<file path="config.mk">
export PLATFORM = sky130hd
export DESIGN_NAME = cpu_log_serializer
export DESIGN_NICKNAME = d
export VERILOG_FILES = /design/src/rtl/cpu_log_serializer.sv
export SDC_FILE = /design/constraint.sdc
export NUM_CORES = 1
export LEC_CHECK = 0
export BUFFER_PORTS_ARGS = -buffer_cell sky130_fd_sc_hd__buf_4
export CELL_PAD_IN_SITES_DETAIL_PLACEMENT = 1
export CELL_PAD_IN_SITES_GLOBAL_PLACEMENT = 2
export CORE_ASPECT_RATIO = 1.5
export CORE_MARGIN = 5
export CORE_UTILIZATION = 41
export DETAILED_ROUTE_END_ITERATION = 12
export PLACE_DENSITY_LB_ADDON = 0.1
export SETUP_SLACK_MARGIN = 0.3
export SYNTH_ARGS = -nofsm -noshare
export SYNTH_HDL_FRONTEND = slang
export SYNTH_SLANG_ARGS = --single-unit
export TNS_END_PERCENT = 20
</file>
<file path="constraint.sdc">
create_clock -name clk -period 6.25 [get_ports clk]
set_input_delay 0.9375 -clock clk [delete_from_list [all_inputs] [get_ports clk]]
set_output_delay 0.9375 -clock clk [all_outputs]
set_load 0.03 [all_outputs]
</file>
<file path="src/rtl/cpu_log_serializer.sv">
// Serializes CPU register/memory write records into an ASCII log frame, one char per cycle.
// Optional CPU_LOG_SPACES_EN macro inserts readability spaces around ':' / '<=' tokens.
module cpu_log_serializer (
  input  logic        clk,
  input  logic        reset,
  input  logic        in_valid,
  output logic        in_ready,
  input  logic        in_kind,
  input  logic [15:0] in_time,
  input  logic [31:0] in_pc,
  input  logic [31:0] in_dst,
  input  logic [31:0] in_data,
  output logic [7:0]  char,
  output logic        done,
  output logic        busy
);

`ifdef CPU_LOG_SPACES_EN
  localparam logic [5:0] SP6 = 6'd1;
`else
  localparam logic [5:0] SP6 = 6'd0;
`endif

  localparam logic [5:0] P_KIND = 6'd15 + SP6;
  localparam logic [5:0] P_DST  = 6'd16 + SP6;

  typedef enum logic {IDLE, EMIT} state_t;

  typedef struct packed {
    logic        kind;
    logic [15:0] tim;
    logic [31:0] pc;
    logic [31:0] dst;
    logic [31:0] data;
  } rec_t;

  state_t     state;
  rec_t       rec;
  logic [5:0] idx;
  logic       accept;

  logic [5:0] dl, p_dend, p_lt, p_eq, p_dat, p_hash;
  logic [5:0] off_t, off_p, off_d, off_v;
  logic [7:0] nxt_ch;

  // Ready in IDLE, and on the '#' cycle so the next frame can follow without a gap.
  assign in_ready = (state == IDLE) | done;
  assign accept   = in_valid & in_ready;

  function automatic logic [3:0] nib32(input logic [31:0] w, input logic [2:0] k);
    logic [31:0] s;
    s = w >> {~k, 2'b00};
    return s[3:0];
  endfunction

  function automatic logic [3:0] nib16(input logic [15:0] w, input logic [1:0] k);
    logic [15:0] s;
    s = w >> {~k, 2'b00};
    return s[3:0];
  endfunction

  function automatic logic [7:0] hex_char(input logic [3:0] n);
    return (n < 4'd10) ? (8'h30 + {4'h0, n}) : (8'h57 + {4'h0, n});
  endfunction

  // Non-BCD time digits become '?' so the downstream checker rejects the frame.
  function automatic logic [7:0] bcd_char(input logic [3:0] n);
    return (n <= 4'd9) ? (8'h30 + {4'h0, n}) : 8'h3F;
  endfunction

  function automatic logic [7:0] dec_char(input logic [4:0] v, input logic ones);
    logic [4:0] t, o;
    if (v >= 5'd30)      t = 5'd3;
    else if (v >= 5'd20) t = 5'd2;
    else if (v >= 5'd10) t = 5'd1;
    else                 t = 5'd0;
    o = v - (t * 5'd10);
    return ones ? (8'h30 + {3'b000, o}) : (8'h30 + {3'b000, t});
  endfunction

  // Character for frame position idx, derived from the latched record.
  always_comb begin
    dl     = rec.kind ? 6'd8 : 6'd2;
    p_dend = P_DST + dl;
    p_lt   = p_dend + SP6;
    p_eq   = p_lt + 6'd1;
    p_dat  = p_eq + 6'd1 + SP6;
    p_hash = p_dat + 6'd8;
    off_t  = idx - 6'd1;
    off_p  = idx - 6'd6;
    off_d  = idx - P_DST;
    off_v  = idx - p_dat;
    nxt_ch = 8'h20;
    if (idx == 6'd0)                        nxt_ch = "^";
    else if (idx <= 6'd4)                   nxt_ch = bcd_char(nib16(rec.tim, off_t[1:0]));
    else if (idx == 6'd5)                   nxt_ch = "@";
    else if (idx <= 6'd13)                  nxt_ch = hex_char(nib32(rec.pc, off_p[2:0]));
    else if (idx == 6'd14)                  nxt_ch = ":";
    else if (idx == P_KIND)                 nxt_ch = rec.kind ? "*" : "$";
    else if (idx >= P_DST && idx < p_dend)
      nxt_ch = rec.kind ? hex_char(nib32(rec.dst, off_d[2:0])) : dec_char(rec.dst[4:0], off_d[0]);
    else if (idx == p_lt)                   nxt_ch = "<";
    else if (idx == p_eq)                   nxt_ch = "=";
    else if (idx >= p_dat && idx < p_hash)  nxt_ch = hex_char(nib32(rec.data, off_v[2:0]));
    else if (idx == p_hash)                 nxt_ch = "#";
  end

  always_ff @(posedge clk or negedge reset) begin
    if (!reset) begin
      state <= IDLE;
      rec   <= '0;
      idx   <= 6'd0;
      char  <= 8'h20;
      done  <= 1'b0;
      busy  <= 1'b0;
    end else if (accept) begin
      state <= EMIT;
      busy  <= 1'b1;
      rec   <= '{kind: in_kind, tim: in_time, pc: in_pc, dst: in_dst, data: in_data};
      char  <= "^";
      idx   <= 6'd1;
      done  <= 1'b0;
    end else if (state == EMIT) begin
      if (done) begin
        state <= IDLE;
        busy  <= 1'b0;
        char  <= 8'h20;
        idx   <= 6'd0;
        done  <= 1'b0;
      end else begin
        char  <= nxt_ch;
        idx   <= idx + 6'd1;
        done  <= (idx == p_hash);
      end
    end
  end

endmodule

</file>
==> impl_metrics.tcl <==
set metrics [dict create \
    synthDistinctLibCells 63 \
    fmax_mhz 272.3 \
    timing.final.crit_share 0.5876 \
    shortest_clock_period_the_worst_path_allows_after_layout_ns 3.672 \
    yosysMostFrequentCell "sky130_fd_sc_hd__dfrtp_1" \
    grt_setup_unrepaired "false" \
    crit_path_start_kind "register" \
    min_delay_path_depth 1 \
    setup_viol_count_final 0 \
    design.die.area_um2 19580 \
    grtUsageMet3 0.03684 \
    seq_area_frac_synth 0.4681 \
    yosys.area.top_type "sky130_fd_sc_hd__dfrtp_1" \
    reg2reg_setup_slack_ns 2.58 \
    area_of_the_core_um2 16690 \
    yosysWarningCount 0 \
    fin_worst_skew_ns 0.008373 \
    postSynthCellCount 539 \
    final_hold_fails 0 \
    gr-max-usage-layer "met2" \
    post_cts_resize_count 0 \
    worstSkewPairLatency_ns 0.41 \
    detail_route.vias_per_cell 5.507 \
    synth_fp_nets 675 \
    p_per_area_nw_per_um2 627.8 \
    tns_ns 0 \
    antenna_found_initial 0 \
    vias 4841 \
    crit_path_end_kind "register" \
    route.antenna.remaining_nets 0 \
    peakVddDrop_uv 221.7 \
    multiInputGateArea_um2 3446 \
    initial_standard_cell_utilization_of_the_core 0.4133 \
    cts_sinks 129 \
    antenna_cells 0 \
    layout-drive-gt1-share 0.4589 \
    cts.hold.buffers_added 0 \
    regToRegStartpoint "rec[112]$_DFFE_PN0P_" \
    ys_ff_latch 129 \
    critical_path_class "register to register" \
    avgRoutedWirePerCell_um 21.53 \
    clk_pin_slew_ns 0.06 \
    ys_async_sr_fraction 1.000 \
    globalplace.congestion 0.8641 \
    first_pass_grt_wire_length_mm 30.08 \
    clock_tree.buffer_depth 2 \
    slew-limit-headroom 0.3277 \
    grt_pass1_vias 5582 \
    worstPathRequired_ns 6.59 \
    maxCapViolCount 0 \
    worstReg2RegEnd "char[1]$_DFFE_PN0P_" \
    area.growth.synth_to_final_pct 23.69 \
    ys.flop_type "sky130_fd_sc_hd__dfrtp_1" \
    root_buffer_master "sky130_fd_sc_hd__clkbuf_16" \
    dr.pass1.iters 4 \
    cts_tree "built" \
    path_max_fanout 17 \
    dieWidth_um 115.9 \
    cts_max_level 4 \
    die_height_um 168.9 \
    synth_top_area_share 0.4643 \
    detail_route.iter0.violations 163 \
    cellLeakagePower_nw 3.767 \
    tritoncts.num_buffers 17 \
    area.sequential_um2 3231 \
    synth-edff-count 0 \
    hold_path_end "rec[56]$_DFFE_PN0P_" \
    num-fill-cells 1738 \
    placementRows 58 \
    grt-ovfl-total 0 \
    reg2regPathDepth 10 \
    timing.critical_path.arrival_ns 4.02 \
    use_met1 0.2296 \
    postCtsSetupBuffers 0 \
    netlist_top_cells_count "sky130_fd_sc_hd__dfrtp_1 (128), sky130_fd_sc_hd__mux2_2 (112), sky130_fd_sc_hd__nand2_1 (26)" \
    pin_count 127 \
    global_route.usage.met2 0.3701 \
    synth.area.top_cells "sky130_fd_sc_hd__dfrtp_1 (46%), sky130_fd_sc_hd__mux2_2 (18%), sky130_fd_sc_hd__mux4_2 (6.9%)" \
    timing.hold.worst.class "register to register" \
    synthesis.area_um2 6899 \
    drc_violations 0 \
    wirelength_mm 18.93 \
    finalMaxSlewViolations 0 \
    io_buffer_count 125 \
    grt_start_max_net_pins 77 \
    worst_hold_slack_ns 0.5030 \
    result_of_the_run "complete, no violations" \
    grt.total_usage 0.2017 \
    hold_path_startpoint "rec[56]$_DFFE_PN0P_" \
    finalNetCount 794 \
    dp_hpwl_mm 14.21 \
    finish.utilization 0.5112 \
    syn_avg_cell_area_um2 12.80 \
    worst_pin_slew_ns 1.008 \
]
==> placed cells by master, fill, tap and decap left out, drive strengths merged, types with 3 or more instances in the layout <==
master	Yosys	layout
buf	11	131
dfrtp	128	128
mux2	113	113
nand2	26	26
mux4	25	25
o21ai	24	24
a21oi	21	21
nor2	20	20
ha	19	19
clkbuf	20	19
inv	16	19
mux2i	14	14
nand3	11	11
nor3	10	10
nand2b	7	7
a31oi	6	6
nor2b	5	5
o31ai	5	5
clkinv	0	5
nand4	4	4
a21o	4	4
a31o	4	4
a2111oi	4	4
xnor2	4	4
xor2	3	3
a21boi	3	3
==> report_power, final <==
group | internal (W) | total (W) | leakage [nW] | switching (W)
clock | 0.000556 | 0.000928 | 0.266 | 0.000371
combinational | 0.00142 | 0.00286 | 1.96 | 0.00144
sequential | 0.00126 | 0.00157 | 1.54 | 0.000306
==> final cells by class <==
class | instances | share of cell area
multi-input cells | 363 | 0.4038
flip-flops and latches | 129 | 0.3786
clock buffers | 19 | 0.05191
repair buffers | 131 | 0.1152
clock inverters | 11 | 0.01261
inverters | 16 | 0.007038
well taps | 210 | 0.03079
==> flip-flops by register name, indices dropped and copies added (netlist names) <==
name / count
rec: 113
done: 1
char: 7
idx: 6
busy: 1
state: 1
==> metrics by stage <==
stage	total power (W)	std cells	setup slack, ns	cell area [µm²]
2_1_floorplan	0.003709	539	3.089	6899
3_3_place_gp	0.004346	849	2.828	7983
3_5_place_dp	0.004462	849	2.606	7983
4_1_cts	0.005433	879	2.582	8533
5_1_grt	0.005757	879	2.327	8533
6_report	0.005357	879	2.578	8533
==> layer usage <==
layer,up-vias,share of wire,wire length [µm]
met4,0,0.029,541
met2,111,0.56,10650
met5,-,0,0
met3,30,0.035,664
li1,2236,-,-
met1,2464,0.37,7073
==> critical path, stage by stage, from the launching register on <==
cell and delay, ns:
sky130_fd_sc_hd__dfrtp_1 0.66, sky130_fd_sc_hd__inv_1 0.24, sky130_fd_sc_hd__ha_1 0.80, sky130_fd_sc_hd__nor2b_1 0.10
sky130_fd_sc_hd__a2111oi_0 0.40, sky130_fd_sc_hd__nand4bb_4 0.27, sky130_fd_sc_hd__ha_1 0.24, sky130_fd_sc_hd__a22o_1 0.21
sky130_fd_sc_hd__mux2_2 0.28, sky130_fd_sc_hd__o2111ai_1 0.21, sky130_fd_sc_hd__a31o_1 0.18
==> worst max-delay path by stage <==
stage                                      to  cells after the start                 start  slack (ns)
final                     char[1]$_DFFE_PN0P_                     10  rec[112]$_DFFE_PN0P_        2.58
after global routing      char[1]$_DFFE_PN0P_                     10  rec[112]$_DFFE_PN0P_        2.33
after CTS                 char[1]$_DFFE_PN0P_                     11    idx[1]$_DFFE_PN0P_        2.58
after detailed placement  char[1]$_DFFE_PN0P_                     10  rec[112]$_DFFE_PN0P_        2.61
after global placement    char[1]$_DFFE_PN0P_                     11    idx[1]$_DFFE_PN0P_        2.83
after floorplan           char[1]$_DFFE_PN0P_                     14    idx[1]$_DFFE_PN0P_        3.09
==> logic make-up after synthesis <==
group,synth area share
multiplexers,0.2933
flip-flops,0.4681
AO/OA/AOI/OAI,0.08923
AND/OR/NAND/NOR,0.06547
buffers and inverters,0.03355
adder cells (fa/ha/maj),0.03881
XOR/XNOR,0.01107
other,0.0005435
No activity file was read; power rests on OpenSTA's default activity.
